`src/rtl/motor_plant_pkg.sv`:
```
// Shared types and constants for the motor/rotor plant model.
package motor_plant_pkg;
  typedef enum logic {INTEG = 1'b0, LAG = 1'b1} plant_mode_t;

  localparam int RPM_MAX_DEF = 'h157C;

  localparam int MOT_L  = 0;
  localparam int MOT_RT = 1;
  localparam int MOT_F  = 2;
  localparam int MOT_RV = 3;

  // Galois right-shift form of x^16+x^14+x^13+x^11+1
  localparam logic [15:0] LFSR_SEED = 16'hACE1;
  localparam logic [15:0] LFSR_POLY = 16'hB400;
endpackage

```
`src/rtl/motor_plant_ch.sv`:
```
// One plant channel: input register, integrator/lag accumulator, clamp,
// saturation counter and sticky over-limit fault.
module motor_plant_ch
  import motor_plant_pkg::*;
#(
  parameter int W          = 16,
  parameter int GAIN_SHIFT = 3,
  parameter int RPM_MAX    = RPM_MAX_DEF,
  parameter int SAT_LIMIT  = 64,
  parameter int CW         = $clog2(SAT_LIMIT + 1)
) (
  input  logic                clk,
  input  logic                reset,
  input  logic                i_tick,
  input  plant_mode_t         i_mode,
  input  logic                i_fault_clr,
  input  logic signed [W-1:0] i_set,
  input  logic        [2:0]   i_noise,
  output logic signed [W-1:0] o_rpm,
  output logic                o_sat_hi,
  output logic                o_sat_lo,
  output logic                o_fault
);
  localparam int XW = W + 2;
  localparam logic signed [XW-1:0] MAX_X = XW'(RPM_MAX);
  localparam logic signed [W-1:0]  MAX_W = W'(RPM_MAX);
  localparam logic [CW-1:0]        LIM   = CW'(SAT_LIMIT);

  logic signed [W-1:0]  r_x_q, r_acc;
  logic [CW-1:0]        r_cnt;
  logic                 r_sat_hi, r_sat_lo, r_fault;

  logic signed [XW-1:0] w_x, w_acc, w_diff, w_step, w_noise, w_nxt;
  logic                 w_hi, w_lo;
  logic [CW-1:0]        w_cnt_nxt;

  // Widened to W+2 so neither the lag difference nor the sum can wrap
  assign w_x     = $signed({{2{r_x_q[W-1]}}, r_x_q});
  assign w_acc   = $signed({{2{r_acc[W-1]}}, r_acc});
  assign w_noise = $signed({{(XW-3){i_noise[2]}}, i_noise});
  assign w_diff  = (i_mode == LAG) ? (w_x - w_acc) : w_x;
  assign w_step  = w_diff >>> GAIN_SHIFT;
  assign w_nxt   = w_acc + w_step + w_noise;
  assign w_hi    = (w_nxt > MAX_X);
  assign w_lo    = w_nxt[XW-1];

  assign w_cnt_nxt = !w_hi ? '0 : (r_cnt == LIM) ? r_cnt : r_cnt + 1'b1;

  always_ff @(posedge clk) begin
    if (reset) begin
      r_x_q    <= '0;
      r_acc    <= '0;
      r_sat_hi <= 1'b0;
      r_sat_lo <= 1'b0;
      r_cnt    <= '0;
      r_fault  <= 1'b0;
    end else begin
      if (i_tick) begin
        r_x_q    <= i_set;
        r_acc    <= w_hi ? MAX_W : w_lo ? '0 : w_nxt[W-1:0];
        r_sat_hi <= w_hi;
        r_sat_lo <= w_lo;
      end
      // Clear beats a same-edge increment
      if (i_fault_clr) begin
        r_cnt   <= '0;
        r_fault <= 1'b0;
      end else if (i_tick) begin
        r_cnt <= w_cnt_nxt;
        if (w_cnt_nxt == LIM) r_fault <= 1'b1;
      end
    end
  end

  assign o_rpm    = r_acc;
  assign o_sat_hi = r_sat_hi;
  assign o_sat_lo = r_sat_lo;
  assign o_fault  = r_fault;
endmodule

```
`config.mk`:
```
export PLATFORM = sky130hd
export DESIGN_NAME = motor_plant_ch
export DESIGN_NICKNAME = d
export VERILOG_FILES = /design/src/rtl/motor_plant_pkg.sv /design/src/rtl/motor_plant_ch.sv
export SDC_FILE = /design/constraint.sdc
export NUM_CORES = 1
export LEC_CHECK = 0
export BUFFER_PORTS_ARGS = -buffer_cell sky130_fd_sc_hd__buf_4
export CORE_MARGIN = 2
export CORE_UTILIZATION = 57
export CTS_CLUSTER_DIAMETER = 50
export DETAILED_ROUTE_END_ITERATION = 8
export GPL_ROUTABILITY_DRIVEN = 0
export GPL_TIMING_DRIVEN = 0
export PLACE_DENSITY = 0.9
export SKIP_CTS_REPAIR_TIMING = 1
export SLEW_MARGIN = 15
export SYNTH_ARGS = -nofsm -noshare
export SYNTH_HDL_FRONTEND = slang
export SYNTH_SLANG_ARGS = --single-unit
export TNS_END_PERCENT = 1
```
`constraint.sdc`:
```
create_clock -name clk -period 14.3 [get_ports clk]
set_clock_uncertainty 0.1 [all_clocks]
set_input_delay 2.145 -clock clk [delete_from_list [all_inputs] [get_ports clk]]
set_output_delay 2.145 -clock clk [all_outputs]
set_load 0.005 [all_outputs]
```
---- After elaboration in Yosys (flattened, before gate mapping) ----
Cells that the tools add are included.
word-level totals
  register bits ........................... 42
  bits of input ports ..................... 24
  output and inout port bits .............. 19
  logic and storage cells ................. 20
operators by class
  add/sub/neg operators ................... 4
  order comparisons ....................... 1
  eq/ne operators ......................... 2
  muxes and demuxes ....................... 5
  reductions and logical operators ........ 2
operator list
  operator                                                                number
  16-bit 2-to-1 mux                                                       2
  17-bit by 3-bit adder with 18-bit output                                1
  18-bit by 14-bit > comparator with 1-bit output, second input constant  1
  18-bit 2-to-1 mux                                                       1
  16-bit by 15-bit adder with 17-bit output                               1
  16-bit by 16-bit subtractor with 17-bit output                          1
  7-bit == test, second input constant                                    2
  7-bit 2-to-1 mux                                                        2
  7-bit by 1-bit adder with 7-bit output, second input constant           1
  2-bit AND reduction                                                     1
  2-bit OR reduction                                                      1

---- Depth between registers and ports, before layout ----
  word-level depth ........................ 8
  mapped depth ............................ 23
  mapped depth without buffers ............ 21

---- Least setup slack after synthesis ----
No wires, ideal clock.
  kind .................................... input -> register
  start point ............................. input i_mode
  end point ............................... register r_acc[6] (netlist: o_rpm[6])
  arrival time ............................ 5.936 ns
  required time ........................... 14.083 ns
  path slack .............................. 8.148 ns
  stages .................................. 14
  path through ............................ buf_1 > clkbuf_1 > mux2_2 > fa_1 > ha_1 > buf_4 > a21o_1 > a211oi_1 > nand3_1 > or4_1 > a21o_1 > a211oi_4 > a21bo_1 > a22o_1
on the way
  cells in the longest elaborated chain, start to end .. 5
RTL lines
  item                                                                                         RTL line                                    source
  start, declared                                                                              motor_plant_ch.sv:15                        input plant_mode_t i_mode,
  18-bit 2-to-1 mux (*)                                                                        motor_plant_ch.sv:41                        assign w_diff = (i_mode == LAG) ? (w_x - w_acc) : w_x;
  16-bit by 15-bit adder with 17-bit output (*)                                                motor_plant_ch.sv:43                        assign w_nxt = w_acc + w_step + w_noise;
  17-bit by 3-bit adder with 18-bit output (*)                                                 motor_plant_ch.sv:43
  18-bit by 14-bit > comparator with 1-bit output / 16-bit 2-to-1 mux (equally long branches)  motor_plant_ch.sv:44, motor_plant_ch.sv:60
  16-bit 2-to-1 mux (*)                                                                        motor_plant_ch.sv:60                        r_acc <= w_hi ? MAX_W : w_lo ? '0 : w_nxt[W-1:0];
  end signal, assigned                                                                         motor_plant_ch.sv:60
  end, declared                                                                                motor_plant_ch.sv:29                        logic signed [W-1:0] r_x_q, r_acc;
Every way passes the cells marked *; elsewhere a longest branch is shown, timed or not.
A chain may end at the register's enable or synchronous reset.

---- Worst setup path in the final report ----
  start point ............................. input i_mode
  end point ............................... register r_acc[5] (netlist: o_rpm[5])
The elaborated chain is that of the path after synthesis.

==> impl_metrics.json <==
{
  "status": "finished, final reports clean",
  "avgSynthCellArea_um2": 8.62,
  "cts_tree": "built",
  "tns_ns": 0,
  "syn_to_final_growth_pct": 12.9,
  "fp.dieW_um": 84.5,
  "power_uw": 663,
  "fin_crit_ns": 6.62,
  "die-area_um2": 7130,
  "required_ns": 14.41,
  "diodes": 0,
  "drt-total-wl_mm": 8.74,
  "whs_ns": 0.378,
  "die_h_um": 84.5,
  "start_util": 0.584,
  "antenna_found_initial": 0,
  "clk_path_buf_depth": 2,
  "drt-initial-drc-count": 207,
  "cellPowerDensity_nw_per_um2": 159,
  "endpoint_kind": "flop",
  "placementRows": 29,
  "dr_total_vias": 3372,
  "setup_viol": 0,
  "portBuffers": 39,
  "peakVddDrop_uv": 84.5,
  "grt_pass1_vias": 3272,
  "fin_nets": 548,
  "whs_endpoint": "o_fault",
  "dpl_worst_slack_ns": 7.50,
  "cts_inserted_buffers": 5,
  "drive_gt1_frac": 0.135,
  "grt_usage": 0.256,
  "cp.arrival_ns": 6.73,
  "r2r-end": "o_rpm[5]",
  "timing.fmax_mhz": 151,
  "synth_edf_count": 0,
  "grt_max_degree": 15,
  "worstHoldPathType": "reg -> reg",
  "antenna_left": 0,
  "synth_cell_types": 56,
  "ctsRootBufferMaster": "clkbuf_8",
  "via_per_inst": 6.11,
  "ios": 43,
  "start_kind": "input port",
  "dpl.hpwl_mm": 6.89,
  "synth_area_um2": 3690,
  "final_hold_viol_count": 0,
  "tightestPinTransition_ns": 0.713,
  "dr.pass1.iters": 5,
  "min_path_cells": 1,
  "cts.htree.levels": 2,
  "drv_slew": 0,
  "fin_util": 0.660,
  "crit_fanout": 10,
  "critPathKind": "in -> reg",
  "core-area_um2": 6310,
  "async_flop_share": 0,
  "clk_pin_slew_ns": 0.09,
  "slew_headroom": 0.524,
  "reg2regPathDepth": 22,
  "synthCells": 428,
  "synth_nets": 502,
  "layout_setup_ws_ns": 7.68,
  "ys_ff_latch": 42,
  "yosysWarnings": 0,
  "post_drt_wl_per_cell_um": 15.8,
  "reg2reg_setup_slack_ns": 8.27,
  "cts_sinks": 42,
  "r2r_start": "o_rpm[1]",
  "leakagePower_uw": 0.00181,
  "drc": 0,
  "clk_latency_ns": 0.31,
  "max_cap_violations": 0,
  "period_share": 0.463,
  "grt_pass1_wl_mm": 15.0,
  "grt_overflow": 0,
  "ys.flop_type": "dfxtp_1",
  "ys_seq_area_frac": 0.228,
  "min_from": "o_fault",
  "rsz0062_at_grt": "no"
}
metrics by stage:
step                      instances  area [um^2]
final                           552         4170
after global routing            552         4170
after floorplan                 428         3690
after CTS                       552         4170
after detailed placement        544         4080
after global placement          544         4080
sequential cells by signal (all words and copies together), names as in the netlist:
register	flops
o_sat_hi	1
r_cnt	7
r_x_q	16
o_rpm	16
o_sat_lo	1
o_fault	1
critical path, stage by stage:
cell and delay [ns]:
buf_1 0.34, clkbuf_1 0.47, mux2_2 0.41, fa_1 0.46, ha_1 0.39, a211oi_2 0.29
o21ai_1 0.17, a2111oi_2 0.50, o31ai_1 0.20, xnor2_1 0.18, nand4_1 0.19, a211oi_4 0.46
buf_6 0.22, o21ai_1 0.08, a22o_1 0.19
Yosys cell counts, types with 3 or more instances:
library cell | instances | area (um^2)
o21ai_0 | 13 | 65.1
o22ai_1 | 3 | 18.8
xor2_1 | 11 | 96.3
clkbuf_1 | 11 | 41.3
nand2_1 | 22 | 82.6
o31ai_1 | 3 | 22.5
and3_1 | 5 | 31.3
ha_1 | 33 | 413
o21ai_1 | 6 | 30.0
nand4_1 | 4 | 25.0
nor2_1 | 37 | 139
mux2_2 | 10 | 113
dfxtp_1 | 42 | 841
nor2b_1 | 7 | 43.8
a22o_1 | 8 | 70.1
mux2i_1 | 17 | 170
nand4b_1 | 3 | 26.3
nor4_1 | 7 | 43.8
xnor2_1 | 15 | 131
inv_1 | 29 | 109
nand3_1 | 17 | 85.1
a21o_1 | 7 | 52.6
nor3_1 | 14 | 70.1
o21a_1 | 7 | 52.6
a211oi_1 | 5 | 37.5
fa_1 | 17 | 340
o21bai_1 | 3 | 22.5
nand2b_1 | 16 | 100
a21oi_1 | 22 | 110
final cells by class:
cell class	instances	area, um^2
sequential	42	841
multi-input combinational	343	2680
clock inverter	2	13.8
clock buffer	6	72.6
buffer	14	63.8
inverter	29	109
tap	77	96.3
fill	518	2150
timing repair buffer	39	293
cells in the final DEF, fill, tap and decap left out, types with 7 or more instances in the layout:
cell	instances
a21o_1	7
a21oi_1	22
a22o_1	8
buf_4	40
clkbuf_1	12
dfxtp_1	42
fa_1	17
ha_1	33
inv_1	29
mux2_2	10
mux2i_1	17
nand2_1	22
nand2b_1	16
nand3_1	17
nor2_1	37
nor2b_1	7
nor3_1	14
nor4_1	7
o21a_1	7
o21ai_0	13
xnor2_1	15
xor2_1	11
how the worst max path moves through the flow:
stage	startpoint	to	slack, ns	cells past startpoint
after floorplan	i_mode	o_rpm[6]	8.15	14
after global placement	i_mode	o_rpm[5]	7.58	15
after detailed placement	i_mode	o_rpm[5]	7.50	15
after CTS	i_mode	o_rpm[10]	7.78	15
after global routing	i_mode	o_rpm[5]	7.49	15
final	i_mode	o_rpm[5]	7.68	15
cells by family (layout without fill, tap and decap cells):
group                      count (synthesis)  count (layout)  synth area share
buffers and inverters                     43              90            0.0468
AOI/OAI and AO/OA                        100             100             0.192
xor gates and xnor gates                  26              26            0.0617
muxes                                     27              27            0.0766
and+or+nand+nor                          140             140             0.191
adders and majority gates                 50              50             0.204
DFF                                       42              42             0.228
metal layers:
metal	share of wire	global-route usage
met2	0.49	0.424
met5	0	0
met3	0.063	0.0531
met4	0.023	0.0837
met1	0.43	0.337
report_power, final:
part           internal [uW]  switching (uW)  total, uW
registers                127            11.6        138
clock network           34.5            44.5       79.0
logic                    195             251        445
total                    356             307        663
(Power assumes the default switching activity.)
